**src/rtl/mole_pkg.sv**
```systemverilog
// Shared types and constants for the mole scheduler: slot state encoding,
// LFSR feedback taps, counter widths and a constant-foldable ceil(log2).
package mole_pkg;

  typedef enum logic {
    S_IDLE = 1'b0,
    S_UP   = 1'b1
  } slot_state_t;

  localparam logic [15:0] LFSR_TAPS = 16'hB400;
  localparam int          TICK_W    = 16;
  localparam int          LIFE_W    = 16;

  // Never returns less than 1 so that derived vector widths stay legal.
  function automatic int clog2(input int value);
    int result;
    result = 0;
    while ((1 << result) < value) result++;
    return (result < 1) ? 1 : result;
  endfunction

endpackage

```
**src/rtl/mole_slot.sv**
```systemverilog
// One mole slot: waits out its spawn gap, holds a mole on a granted hole and
// retires it on a switch edge (hit) or when its lifetime runs out (miss).
module mole_slot
  import mole_pkg::*;
#(
  parameter int N_HOLES   = 18,
  parameter int IDX_W     = 5,
  parameter int SPAWN_GAP = 250,
  parameter int SLOT_ID   = 0
) (
  input  logic               clk_i,
  input  logic               rst_ni,
  input  logic               enable_i,
  input  logic               start_i,
  input  logic               tick_i,
  input  logic               grant_i,
  input  logic [IDX_W-1:0]   cand_i,
  input  logic [LIFE_W-1:0]  life_ticks_i,
  input  logic [N_HOLES-1:0] edge_i,
  output slot_state_t        state_o,
  output logic [IDX_W-1:0]   idx_o,
  output logic               eligible_o,
  output logic               hit_o,
  output logic               miss_o
);

  slot_state_t       state_q;
  logic [TICK_W-1:0] gap_q;
  logic [LIFE_W-1:0] life_q;
  logic [IDX_W-1:0]  idx_q;
  logic              edge_at_idx;

  always_comb begin
    edge_at_idx = 1'b0;
    for (int h = 0; h < N_HOLES; h++) begin
      if (idx_q == IDX_W'(h) && edge_i[h]) edge_at_idx = 1'b1;
    end
  end

  // A hit on the expiry tick wins, so the miss flag is masked by the hit.
  assign hit_o      = (state_q == S_UP) && enable_i && !start_i && edge_at_idx;
  assign miss_o     = (state_q == S_UP) && tick_i && !start_i && !hit_o &&
                      (life_q == LIFE_W'(1));
  assign eligible_o = (state_q == S_IDLE) && (gap_q == '0);
  assign state_o    = state_q;
  assign idx_o      = idx_q;

  always_ff @(posedge clk_i or negedge rst_ni) begin
    if (!rst_ni) begin
      state_q <= S_IDLE;
      gap_q   <= '0;
      life_q  <= '0;
      idx_q   <= '0;
    end else if (start_i) begin
      state_q <= S_IDLE;
      gap_q   <= TICK_W'(SLOT_ID);
    end else begin
      case (state_q)
        S_IDLE: begin
          if (grant_i) begin
            state_q <= S_UP;
            idx_q   <= cand_i;
            life_q  <= (life_ticks_i == '0) ? LIFE_W'(1) : life_ticks_i;
          end else if (tick_i && gap_q != '0) begin
            gap_q <= gap_q - TICK_W'(1);
          end
        end
        S_UP: begin
          if (hit_o || miss_o) begin
            state_q <= S_IDLE;
            gap_q   <= TICK_W'(SPAWN_GAP);
          end else if (tick_i) begin
            life_q <= life_q - LIFE_W'(1);
          end
        end
        default: state_q <= S_IDLE;
      endcase
    end
  end

endmodule

```
**src/rtl/mole_scheduler.sv**
```systemverilog
// Mole scheduler: tick divider, LFSR hole picker, lowest-slot-first spawn
// grant, switch edge detection and per-cycle hit/miss/wrong reporting.
module mole_scheduler
  import mole_pkg::*;
#(
  parameter int          N_HOLES   = 18,
  parameter int          N_MOLES   = 3,
  parameter int          TICK_DIV  = 50000,
  parameter int          SPAWN_GAP = 250,
  parameter logic [15:0] LFSR_SEED = 16'hACE1,
  localparam int         IDX_W     = clog2(N_HOLES),
  localparam int         CNT_W     = clog2(N_MOLES + 1)
) (
  input  logic                     CLOCK_50,
  input  logic                     rst_n,
  input  logic                     enable,
  input  logic                     start,
  input  logic [15:0]              life_ticks,
  input  logic [N_HOLES-1:0]       sw,
  output logic [N_HOLES-1:0]       mole_positions,
  output logic [N_MOLES*IDX_W-1:0] mole_idx,
  output logic [N_MOLES-1:0]       mole_valid,
  output logic [CNT_W-1:0]         hit_count,
  output logic [CNT_W-1:0]         miss_count,
  output logic                     wrong
);

  localparam logic [15:0] SEED = (LFSR_SEED == 16'h0000) ? 16'h0001 : LFSR_SEED;

  logic [TICK_W-1:0]  tick_cnt_q;
  logic               tick;
  logic [15:0]        lfsr_q;
  logic [N_HOLES-1:0] sw_q;
  logic [N_HOLES-1:0] edges;
  logic [IDX_W-1:0]   cand;
  logic               cand_ok;
  logic               found;
  slot_state_t        slot_state [N_MOLES];
  logic [IDX_W-1:0]   slot_idx   [N_MOLES];
  logic [N_MOLES-1:0] eligible, grant, hit_flag, miss_flag;
  logic [CNT_W-1:0]   hit_sum, miss_sum;
  logic [CNT_W-1:0]   hit_count_q, miss_count_q;
  logic               wrong_q;

  assign tick  = enable && (tick_cnt_q == TICK_W'(TICK_DIV - 1));
  assign edges = enable ? (sw & ~sw_q) : '0;
  assign cand  = lfsr_q[IDX_W-1:0];

  // Candidate is checked against registered occupancy, so a freed hole is
  // only reusable from the following cycle.
  always_comb begin
    cand_ok = 1'b0;
    for (int h = 0; h < N_HOLES; h++) begin
      if (cand == IDX_W'(h) && !mole_positions[h]) cand_ok = 1'b1;
    end
  end

  always_comb begin
    grant = '0;
    found = 1'b0;
    for (int s = 0; s < N_MOLES; s++) begin
      if (!found && eligible[s]) begin
        grant[s] = enable && !start && cand_ok;
        found    = 1'b1;
      end
    end
  end

  always_comb begin
    mole_positions = '0;
    hit_sum        = '0;
    miss_sum       = '0;
    for (int s = 0; s < N_MOLES; s++) begin
      for (int h = 0; h < N_HOLES; h++) begin
        if (slot_state[s] == S_UP && slot_idx[s] == IDX_W'(h)) mole_positions[h] = 1'b1;
      end
      hit_sum  = hit_sum + CNT_W'(hit_flag[s]);
      miss_sum = miss_sum + CNT_W'(miss_flag[s]);
    end
  end

  for (genvar g = 0; g < N_MOLES; g++) begin : g_slot
    mole_slot #(
      .N_HOLES  (N_HOLES),
      .IDX_W    (IDX_W),
      .SPAWN_GAP(SPAWN_GAP),
      .SLOT_ID  (g)
    ) u_slot (
      .clk_i       (CLOCK_50),
      .rst_ni      (rst_n),
      .enable_i    (enable),
      .start_i     (start),
      .tick_i      (tick),
      .grant_i     (grant[g]),
      .cand_i      (cand),
      .life_ticks_i(life_ticks),
      .edge_i      (edges),
      .state_o     (slot_state[g]),
      .idx_o       (slot_idx[g]),
      .eligible_o  (eligible[g]),
      .hit_o       (hit_flag[g]),
      .miss_o      (miss_flag[g])
    );
    assign mole_valid[g]                 = (slot_state[g] == S_UP);
    assign mole_idx[g*IDX_W +: IDX_W]    = slot_idx[g];
  end

  // sw_q follows sw on every cycle, including start and while disabled.
  always_ff @(posedge CLOCK_50 or negedge rst_n) begin
    if (!rst_n) begin
      tick_cnt_q   <= '0;
      lfsr_q       <= SEED;
      sw_q         <= '1;
      hit_count_q  <= '0;
      miss_count_q <= '0;
      wrong_q      <= 1'b0;
    end else begin
      lfsr_q <= lfsr_q[0] ? ((lfsr_q >> 1) ^ LFSR_TAPS) : (lfsr_q >> 1);
      sw_q   <= sw;
      if (start) begin
        tick_cnt_q   <= '0;
        hit_count_q  <= '0;
        miss_count_q <= '0;
        wrong_q      <= 1'b0;
      end else begin
        if (enable) tick_cnt_q <= tick ? '0 : tick_cnt_q + TICK_W'(1);
        hit_count_q  <= hit_sum;
        miss_count_q <= miss_sum;
        wrong_q      <= |(edges & ~mole_positions);
      end
    end
  end

  assign hit_count  = hit_count_q;
  assign miss_count = miss_count_q;
  assign wrong      = wrong_q;

endmodule

```
**config.mk**
```make
export PLATFORM = sky130hd
export DESIGN_NAME = mole_scheduler
export DESIGN_NICKNAME = d
export VERILOG_FILES = /design/src/rtl/mole_pkg.sv /design/src/rtl/mole_slot.sv /design/src/rtl/mole_scheduler.sv
export SDC_FILE = /design/constraint.sdc
export NUM_CORES = 1
export LEC_CHECK = 0
export CAP_MARGIN = 20
export CORE_MARGIN = 2
export CORE_UTILIZATION = 55
export DETAILED_ROUTE_END_ITERATION = 7
export PLACE_DENSITY = 0.75
export SYNTH_ARGS = -nofsm -noshare
export SYNTH_HDL_FRONTEND = slang
export SYNTH_SLANG_ARGS = --single-unit
```
**constraint.sdc**
```tcl
create_clock -name CLOCK_50 -period 6.2 [get_ports CLOCK_50]
set_input_delay 0.93 -clock CLOCK_50 [delete_from_list [all_inputs] [get_ports CLOCK_50]]
set_output_delay 0.93 -clock CLOCK_50 [all_outputs]
set_load 0.005 [all_outputs]
```
==> results of run 1 <==
## final cells by class
cell class / instances / area, sq um / area share, %
Inverter: 43 / 161.4 / 1.295
Multi-Input combinational cell: 961 / 6197 / 49.72
Sequential cell: 169 / 4262 / 34.19
Tap cell: 265 / 331.6 / 2.660
Timing Repair Buffer: 94 / 913.4 / 7.328
Clock buffer: 17 / 425.4 / 3.413
Clock inverter: 15 / 173.9 / 1.395
## critical path: stages (launching register included)
cell       delay (ns)
dfrtp_1          0.96
inv_1            0.53
o41ai_2          0.79
nor3_1           0.19
nor4_4           0.74
a2111oi_4        0.28
buf_4            0.30
o21ai_2          0.39
a221o_1          0.23
## logic make-up (layout without fill, tap and decap cells)
group                      count (synthesis)  count (layout)
AOI/OAI and AO/OA                        291             291
xor gates and xnor gates                  20              20
adders and majority gates                 12              12
buffers and inverters                    117             169
DFF                                      169             169
muxes                                     37              37
and+or+nand+nor                          601             601
## path summary, 6_finish.rpt
| check | from | to | cells past startpoint |
|---|---|---|---|
| setup / recovery | g_slot[0].u_slot.state_o$_DFF_PN0_ | g_slot[1].u_slot.life_q[10]$_DFFE_PN0P_ | 8 |
| hold / removal | lfsr_q[12]$_DFF_PN0_ | lfsr_q[11]$_DFF_PN1_ | 0 |
| setup reg to reg | g_slot[0].u_slot.state_o$_DFF_PN0_ | g_slot[1].u_slot.life_q[10]$_DFFE_PN0P_ | 8 |
| hold reg to reg | lfsr_q[12]$_DFF_PN0_ | lfsr_q[11]$_DFF_PN1_ | 0 |
| max in group asynchronous | rst_n | g_slot[0].u_slot.life_q[5]$_DFFE_PN0P_ | 2 |
| min in group asynchronous | rst_n | g_slot[1].u_slot.gap_q[8]$_DFFE_PN0P_ | 2 |
## flip-flops by register name, summed over array words and instances (netlist names)
register,flops
g_slot.u_slot.state_o,3
g_slot.u_slot.gap_q,48
sw_q,18
g_slot.u_slot.idx_o,15
miss_count,2
hit_count,2
tick_cnt_q,16
wrong,1
lfsr_q,16
g_slot.u_slot.life_q,48
## power breakdown
group | internal (W) | switching, W
logic | 0.000455 | 0.000603
clock network | 0.000545 | 0.000529
registers | 0.00131 | 0.000245
total | 0.00231 | 0.00138
## metal layers
layer / share of wire [%] / routed length, um / global-route usage, %
met3: 8.1 / 2616 / 6.698
met2: 45 / 14630 / 47.12
met1: 43 / 13930 / 42.35
met5: 0 / 0 / 0
met4: 3.6 / 1165 / 12.35
## cell usage in the layout, fill, tap and decap left out, types with 18 or more instances in the layout
| cell | netlist | layout |
|---|---|---|
| nand2_1 | 110 | 110 |
| a21oi_1 | 45 | 45 |
| clkdlybuf4s50_1 | 0 | 76 |
| nor4_1 | 24 | 23 |
| dfstp_2 | 26 | 26 |
| inv_1 | 43 | 43 |
| o21ai_0 | 68 | 68 |
| nand2b_1 | 34 | 34 |
| or3_1 | 37 | 37 |
| nand4_1 | 18 | 18 |
| nand3_1 | 40 | 40 |
| mux2i_1 | 21 | 21 |
| nor2b_1 | 30 | 30 |
| nor3_1 | 52 | 52 |
| dfrtp_1 | 143 | 143 |
| nor2_1 | 115 | 115 |
## stage by stage
stage          utilization [%]  total power (W)  hold slack, ns
6_report                 63.83         0.003685          0.3545
5_1_grt                  63.83         0.003910          0.3591
4_1_cts                  63.80         0.003686          0.3584
3_5_place_dp             60.73         0.002605          0.3387
3_3_place_gp             60.67         0.002562          0.3355
2_1_floorplan                -         0.002302          0.3312
==> impl_results.md, run 1 <==
* Outcome: complete, no violations
* RSZ-0062 raised after global routing: no
* Place WS at 1.485 ns
* IO Count at 79
* Top_reg_cell synth: dfrtp_1
* First-pass GRT wire length at 52720 um
* IO Port Bufs at 78
* Post-DRT Antenna Nets at 0
* Static leakage at 4.955 nW
* Top post-synthesis cells by count: dfrtp_1, nor2_1, nand2_1
* Seq/Total Area, Yosys at 38.92%
* Slew headroom at 27.91%
* Period utilization at 72.29%
* Total wire length at 32340 um
* Max-slew violations at 0
* DIE AREA at 21050 sq um
* Synthesis-to-layout area growth at 13.84%
* Period minus WS final at 4.482 ns
* Compound-Gate Fraction of Synth Area at 18.99%
* Mux cell area share after synthesis at 3.668%
* Cells after DPL at 1531
* Die H at 145.1 um
* CTS tree: yes
* Routed WL per cell at 20.68 um
* Total gr overflow at 0
* Setup TNS Final at 0 ns
* First-pass detailed-route iteration total at 6
* Xor/xnor cell area share of the yosys netlist at 1.600%
* Largest family of logic cells by synthesized area: simple AND/OR/NAND/NOR gates
* Largest area contributor in the netlist: dfrtp_1
* Ranking of synthesized cells by area: dfrtp_1, dfstp_2, nor2_1
* Post-Synthesis Cell Area at 10950 sq um
* FILL cells at 1693
* Max frequency at 0.2231 GHz
* Reg2reg setup slack at 1.72 ns
* Syn nets at 1297
* Fin worst setup slack at 1.718 ns
* CP Capture Type: flop
* Synth Area in Adders at 1.508%
* CTS Buffer Depth at 2
* Max Fanout on Critical Path at 27
* Startpoint types: flop
* Clk_lat worst skew at 0.45 ns
* Simple logic cell fraction of the synthesized area at 30.77%
* Syn_area_per_cell at 8.780 sq um
* Vias after detailed routing at 10360
* FFs w/ async S/R, synth at 100.0%
* Power Density at 295.7 nW/um^2
* TritonCTS Buffers at 17
* Synth warn at 0
* Core area at 19530 sq um
* Worst slew pin tran at 1.066 ns
* Placed Area at 11860 sq um
* Worst EP required at 6.58 ns
* CTS root buf: clkbuf_16
* Design Area, Final at 12460 sq um
* Cells after synthesis at 1247
* Post-CTS Setup Repair Bufs at 0
* Nets at 1336
* Synth top area share at 32.68%
* Vias in the first global route at 9944
* Post-cts resize count at 0
* Endpoints failing setup at 0
* Via/cell ratio at 6.626
* Worst hold path type: reg -> reg
* Crit Path Class: reg -> reg
* Die width at 145.1 um
* Netlist cell types at 95
* Share of post-route cells with drive strength above 1 at 10.47%
* FP Rows at 51
* H-tree depth at 4
* Finished Layout Cells at 1564
* Hpwl dp at 22210 um
* CTS hold repair buffers at 0
* EDFF count, synth at 0
* Clock Pin Slew Worst Setup and Hold Paths at 0.07 ns
* Critical Path AT at 4.86 ns
* Worst Skew at 0.01173 ns
* Peak supply drop at 279.7 uV
* Max-cap violations at 0
* Count leader, synth: dfrtp_1
* Hold Fails Final Rpt at 0
* Inserted Diodes at 0
* CTS Sinks at 169
* DRT iter0 DRCs at 833
* FF+latch count, synth at 169
* Gr usage total at 30.67%
* Residual DRC count at 0
* Routability cong. at 1.039
* Initial antenna violation count at 0
* Initial core utilization at 56.07%
* Largest net degree at the start of global routing at 170
Note: power is estimated with default switching activity, not from simulation.
==> run 2: changes to the inputs <==
clock period = 4.7 ns   (was 6.2 ns; I/O delays follow)
==> run 2 against run 1 <==
- utilization up 0.45 points
- maximum frequency grew 11%
- count of clock-buffer cells in the layout unchanged
- critical path depth unchanged
- routed wire length up 1.0%
- worst setup slack worse by 1.1 ns
- non-clock buffer count rose by 13
- clock power grew 33%
- final area up 0.71%
- clock skew fell by 0.00051 ns
- power grew 32%
- sequential power grew 32%
- largest power group unchanged
==> impl_results.md, run 2 (same netlist as run 1, synthesis figures left out) <==
* Power Density at 386.8 nW/um^2 (+31%)
* Crit-path cells: nor4b_1, a32oi_1, o41ai_2, nor3_1, nor4_4, a21o_1, nor4b_1, a211o_1
* CTS Buffer Depth at 2 (unchanged)
* Share of post-route cells with drive strength above 1 at 11.36% (+0.89 points)
* FP Rows at 51 (unchanged)
* Nets at 1349 (+0.97%)
* RSZ-0062 raised after global routing: no
* Initial antenna violation count at 0 (unchanged)
* Core area at 19530 sq um (unchanged)
* Most frequent cells in the layout: dfrtp_1, nor2_1, nand2_1
* Fin worst setup slack at 0.6631 ns (-1.055 ns)
* IO Count at 79 (unchanged)
* Endpoints failing setup at 0 (unchanged)
* Max frequency at 0.2477 GHz (+11%)
* Most common cell after layout, fill and taps aside: dfrtp_1
* CTS hold repair buffers at 0 (unchanged)
* Place WS at 0.5498 ns (-0.9355 ns)
* Largest regs: g_slot.u_slot.gap_q x48, g_slot.u_slot.life_q x48, sw_q x18
* Vias in the first global route at 9709 (-2.4%)
* Placed Area at 11960 sq um (+0.86%)
* Hpwl dp at 22710 um (+2.3%)
* Outcome: complete, no violations
* Finished Layout Cells at 1577 (+0.83%)
* Family with the most delay on the worst path: simple AND/OR/NAND/NOR gates
* CTS Sinks at 169 (unchanged)
* Slew headroom at 26.40% (-1.5 points)
* Die width at 145.1 um (unchanged)
* Vias after detailed routing at 10440 (+0.71%)
* DIE AREA at 21050 sq um (unchanged)
* H-tree depth at 4 (unchanged)
* Design Area, Final at 12550 sq um (+0.71%)
* Clock Pin Slew Worst Setup and Hold Paths at 0.07 ns (about the same)
* Max stage delay cell, worst path: nor4b_1
* First-pass GRT wire length at 52360 um (-0.68%)
* First-pass detailed-route iteration total at 7 (+1)
* Synthesis-to-layout area growth at 14.65%
* Period utilization at 85.89% (+14 points)
* Overall Power at 0.004856 W (+32%)
* CP Capture Type: flop
* Peak supply drop at 314.0 uV (+12%)
* CTS tree: yes
* FILL cells at 1666 (-1.6%)
* Residual DRC count at 0 (unchanged)
* IO Port Bufs at 78 (unchanged)
* Worst hold path type: reg -> reg
* Worst EP required at 5.02 ns (-1.56 ns)
* Worst slew pin tran at 1.089 ns (+0.02233 ns)
* Max-cap violations at 0 (unchanged)
* Hold Fails Final Rpt at 0 (unchanged)
* Storage cell area at 4262 sq um (unchanged)
* Post-cts resize count at 0 (unchanged)
* Clk_lat worst skew at 0.44 ns (about the same)
* Inserted Diodes at 0 (unchanged)
* Static leakage at 5.019 nW (+1.3%)
* Routability cong. at 1.016 (-2.2%)
* Max-slew violations at 0 (unchanged)
* DRT iter0 DRCs at 927 (+11%)
* Multi-input combinational cell area at 6197 sq um (unchanged)
* Die H at 145.1 um (unchanged)
* Critical Path AT at 4.35 ns (-0.51 ns)
* Total gr overflow at 0 (unchanged)
* Initial core utilization at 56.07% (unchanged)
* Total wire length at 32670 um (+1.0%)
* Number of buffers and inverters on the critical path at 0 (-2)
* Max Fanout on Critical Path at 18 (-33%)
* Via/cell ratio at 6.618 (-0.12%)
* TritonCTS Buffers at 17 (unchanged)
* Startpoint types: flop
* Routed WL per cell at 20.71 um (+0.16%)
* CTS root buf: clkbuf_16
* CP peak stage delay at 1.01 ns (+0.05 ns)
* Crit Path Class: reg -> reg
* Gr usage total at 30.82% (+0.15 points)
* Cells after DPL at 1545 (+0.91%)
* Post-DRT Antenna Nets at 0 (unchanged)
* Period minus WS final at 4.037 ns (-0.4450 ns)
* Post-CTS Setup Repair Bufs at 0 (unchanged)
* Setup TNS Final at 0 ns (unchanged)
* Most used cell, CP: nor4b_1
* Largest net degree at the start of global routing at 103 (-39%)
* Worst Skew at 0.01121 ns (-0.0005102 ns)
==> run 2: cell count changes in the layout (fill, tap and decap cells not counted) <==
cell | previous run | this run
buf_4 | 13 | 28
buf_6 | 2 | 1
clkbuf_4 | 1 | 0
clkinv_4 | 3 | 2
clkinv_8 | 4 | 3
inv_6 | 3 | 4
inv_8 | 5 | 6
==> run 2: per-stage QoR <==
stage,hold slack (ns),util (%)
after global routing,0.3618,64.29
after global placement,0.3378,61.25
after CTS,0.3561,64.29
final,0.3526,64.29
after detailed placement,0.3367,61.25
after floorplan,0.3312,-
==> run 2: final cells by class <==
type | instances | share of cell area, %
clock buffers | 17 | 3.389
clock inverters | 15 | 1.346
inverters | 43 | 1.286
multi-input cells | 961 | 49.37
flip-flops and latches | 169 | 33.95
well taps | 265 | 2.641
repair buffers | 107 | 8.024
==> run 2: path summary, 6_finish.rpt <==
kind / startpoint / to / slack (ns) / cells after the start
worst max-delay path: g_slot[2].u_slot.idx_o[0]$_DFFE_PN0P_ / g_slot[0].u_slot.life_q[9]$_DFFE_PN0P_ / 0.66 / 8
worst min-delay path: lfsr_q[12]$_DFF_PN0_ / lfsr_q[11]$_DFF_PN1_ / 0.35 / 0
worst max register to register: g_slot[2].u_slot.idx_o[0]$_DFFE_PN0P_ / g_slot[0].u_slot.life_q[9]$_DFFE_PN0P_ / 0.66 / 8
worst min register to register: lfsr_q[12]$_DFF_PN0_ / lfsr_q[11]$_DFF_PN1_ / 0.35 / 0
max in group asynchronous: rst_n / g_slot[0].u_slot.gap_q[2]$_DFFE_PN0P_ / 3.41 / 2
min in group asynchronous: rst_n / wrong$_DFF_PN0_ / 0.37 / 1
==> run 2: where the power goes <==
| part | leakage, nW | total (W) | internal (W) | switching [W] |
|---|---|---|---|---|
| clock | 0.293 | 0.00142 | 0.000720 | 0.000699 |
| sequential | 2.10 | 0.00204 | 0.00173 | 0.000310 |
| combinational | 2.62 | 0.00140 | 0.000606 | 0.000793 |
| total | 5.02 | 0.00486 | 0.00305 | 0.00180 |
==> run 2: per-layer routing <==
metal  share of wire, %  global-route usage, %
met5                  0                      0
met4                3.0                  9.951
met3                9.1                  6.258
met2                 45                  46.98
met1                 43                  44.22
==> run 3: changes to the inputs <==
--- a/config.mk
+++ b/config.mk
@@ -11,2 +11,3 @@
 export DETAILED_ROUTE_END_ITERATION = 7
+export GPL_TIMING_DRIVEN = 0
 export PLACE_DENSITY = 0.75
==> constraint.sdc (replaced) <==
create_clock -name CLOCK_50 -period 3.75 [get_ports CLOCK_50]
set_input_delay 0.5625 -clock CLOCK_50 [delete_from_list [all_inputs] [get_ports CLOCK_50]]
set_output_delay 0.5625 -clock CLOCK_50 [all_outputs]
set_load 0.02 [all_outputs]
==> run 3 against run 2 <==
- first-iteration DRC count increased by 11%
- sequential cell count unchanged
- via count increased by 3.2%
- critical path depth decreased by 3
- worst setup slack got worse by 0.63 ns
- count of clock-buffer cells in the layout increased by 2
- clock power increased by 23%
- sequential share of layout area decreased by 0.65 points
- global-route usage increased by 3.3 points
- hold slack got worse by 0.34 ns
==> impl_results.md, run 3 (same netlist as run 1, synthesis figures left out) <==
* Initial core utilization at 56.07% (unchanged)
* Vias in the first global route at 10040 (+3.4%)
* CTS root buf: clkbuf_16
* Core Util, Final at 65.55% (+1.3 points)
* Clk_lat worst skew at 0.44 ns (about the same)
* First-pass GRT wire length at 56880 um (+8.6%)
* Total gr overflow at 0 (unchanged)
* Clock Power Share at 28.4% (-0.8 points)
* Psw at 0.002318 W (+29%)
* Peak supply drop at 456.2 uV (+45%)
* Die H at 145.1 um (unchanged)
* IO Count at 79 (unchanged)
* Nets at 1399 (+3.7%)
* Setup TNS Final at 0 ns (unchanged)
* RSZ-0062 raised after global routing: yes
* CTS Buffer Depth at 2 (unchanged)
* CTS tree: yes
* Outcome: complete, no violations
* Worst hold path type: in -> async
* Most frequent cells in the layout: dfrtp_1, nor2_1, nand2_1
* FP Rows at 51 (unchanged)
* Max-slew violations at 0 (unchanged)
* Clock Pin Slew Worst Setup and Hold Paths at 0.07 ns (about the same)
* Storage cell area at 4262 sq um (unchanged)
* Startpoint types: flop
* Post-DRT Antenna Nets at 0 (unchanged)
* Synthesis-to-layout area growth at 16.90%
* Hpwl dp at 26030 um (+15%)
* Endpoints failing setup at 0 (unchanged)
* Share of post-route cells with drive strength above 1 at 12.19% (+0.83 points)
* DRT iter0 DRCs at 1032 (+11%)
* TritonCTS Buffers at 17 (unchanged)
* Flop pwr share at 41.1% (-0.8 points)
* Comb power frac at 30.5% (+1.7 points)
* Power Density at 482.1 nW/um^2 (+25%)
* Vias after detailed routing at 10770 (+3.2%)
* Critical Path AT at 3.15 ns (-1.20 ns)
* Die width at 145.1 um (unchanged)
* Max frequency at 0.2693 GHz
* Via/cell ratio at 6.617 (about the same)
* IO Port Bufs at 77 (-1.3%)
* Largest regs: g_slot.u_slot.gap_q x48, g_slot.u_slot.life_q x48, sw_q x18
* Worst EP required at 3.19 ns (-1.83 ns)
* Slew headroom at 45.65% (+19 points)
* DIE AREA at 21050 sq um (unchanged)
* Hold Fails Final Rpt at 0 (unchanged)
* CP Capture Type: output port
* Crit Path Class: reg -> out
* Initial antenna violation count at 1 (+1)
* CTS hold repair buffers at 0 (unchanged)
* First-pass detailed-route iteration total at 7 (unchanged)
* Routability cong. at 0.9782 (-3.7%)
* H-tree depth at 4 (unchanged)
* Core area at 19530 sq um (unchanged)
* Internal Power at 0.003853 W (+26%)
* Routed WL per cell at 22.22 um (+7.3%)
* Period minus WS final at 3.714 ns
* Residual DRC count at 0 (unchanged)
* Worst Skew at 0.01251 ns (+0.001297 ns)
* Period utilization at 99.03%
* CTS Sinks at 169 (unchanged)
* Max-cap violations at 0 (unchanged)
* Multi-input combinational cell area at 6287 sq um (+1.5%)
* Worst slew pin tran at 0.8090 ns (-0.2796 ns)
* FILL cells at 1674 (+0.48%)
* Gr usage total at 34.11% (+3.3 points)
* Largest net degree at the start of global routing at 124 (+20%)
* Most common cell after layout, fill and taps aside: dfrtp_1
* Total wire length at 36180 um (+11%)
* Switch share at 37.56% (+0.44 points)
* Static leakage at 5.131 nW (+2.2%)
* Max Fanout on Critical Path at 10 (-8)
## run 3: cell types whose count changed in the layout (fill, tap and decap cells not counted), moves of 3 or more
cell	change
clkbuf_1	+39
buf_1	+3
buf_2	+19
clkinv_8	-3
clkbuf_2	+4
buf_4	-17
## run 3: routing by layer
layer	up-vias	track usage (%)	routed length, um	part of all wire [%]
met5	-	0	0	0
li1	4874	-	-	-
met3	85	6.352	3301	9.1
met2	570	51.02	15920	44
met1	5244	49.92	15700	43
met4	0	11.57	1261	3.5
## run 3: per-stage QoR
stage | power, W | worst slack (ns) | instances | area (sq um) | hold WS (ns)
2_1_floorplan | 0.003820 | 0.4537 | 1247 | 10950 | 0.2669
3_3_place_gp | 0.004315 | -4.892 | 1589 | 12050 | 0.3373
3_5_place_dp | 0.004372 | -1.164 | 1590 | 12080 | 0.3407
4_1_cts | 0.006152 | 0.002524 | 1622 | 12700 | 0.02294
5_1_grt | 0.006508 | -0.02702 | 1628 | 12800 | 0.03738
6_report | 0.006171 | 0.03629 | 1628 | 12800 | 0.01685
## run 3: area by class of cell
type	instances	area share, %
Clock buffer	19	3.460
Inverter	43	1.261
Sequential cell	169	33.29
Antenna cell	1	0.01955
Timing Repair Buffer	83	6.569
Clock inverter	13	0.9873
Tap cell	265	2.590
Buffer	74	2.698
Multi-Input combinational cell	961	49.12
## run 3: final timing paths
| kind | endpoint | depth (start not counted) | slack (ns) | startpoint |
|---|---|---|---|---|
| worst max-delay path | mole_positions[13] | 5 | 0.04 | g_slot[2].u_slot.idx_o[0]$_DFFE_PN0P_ |
| worst min-delay path | g_slot[1].u_slot.idx_o[0]$_DFFE_PN0P_ | 1 | 0.02 | rst_n |
| worst max register to register | g_slot[1].u_slot.idx_o[0]$_DFFE_PN0P_ | 10 | 0.10 | g_slot[0].u_slot.idx_o[0]$_DFFE_PN0P_ |
| worst min register to register | lfsr_q[8]$_DFF_PN0_ | 0 | 0.36 | lfsr_q[9]$_DFF_PN0_ |
| max in group asynchronous | g_slot[0].u_slot.life_q[15]$_DFFE_PN0P_ | 2 | 2.76 | rst_n |
| min in group CLOCK_50 | lfsr_q[8]$_DFF_PN0_ | 0 | 0.36 | lfsr_q[9]$_DFF_PN0_ |
## run 3: repair_timing
action	4_1_cts	5_1_grt
gates cloned	0	0
setup endpoints to repair	38	91
pin swaps	0	3
setup buffers	0	5
gates resized for setup	9	15
## run 3: power by group through the flow
stage	Sequential [W]	Clock, W	Combinational, W
after CTS	0.00252	0.00178	0.00185
after global routing	0.00259	0.00184	0.00208
final	0.00254	0.00175	0.00188
after floorplan	0.00246	0	0.00136
after detailed placement	0.00255	0	0.00183
after global placement	0.00254	0	0.00177
## run 3: worst max-delay path, cell delays in order, from the launching register on
cell and delay, ns:
dfrtp_1 0.44, buf_2 0.26, clkbuf_1 0.49, nand2_1 0.13, o31ai_1 0.64, clkdlybuf4s50_1 0.74
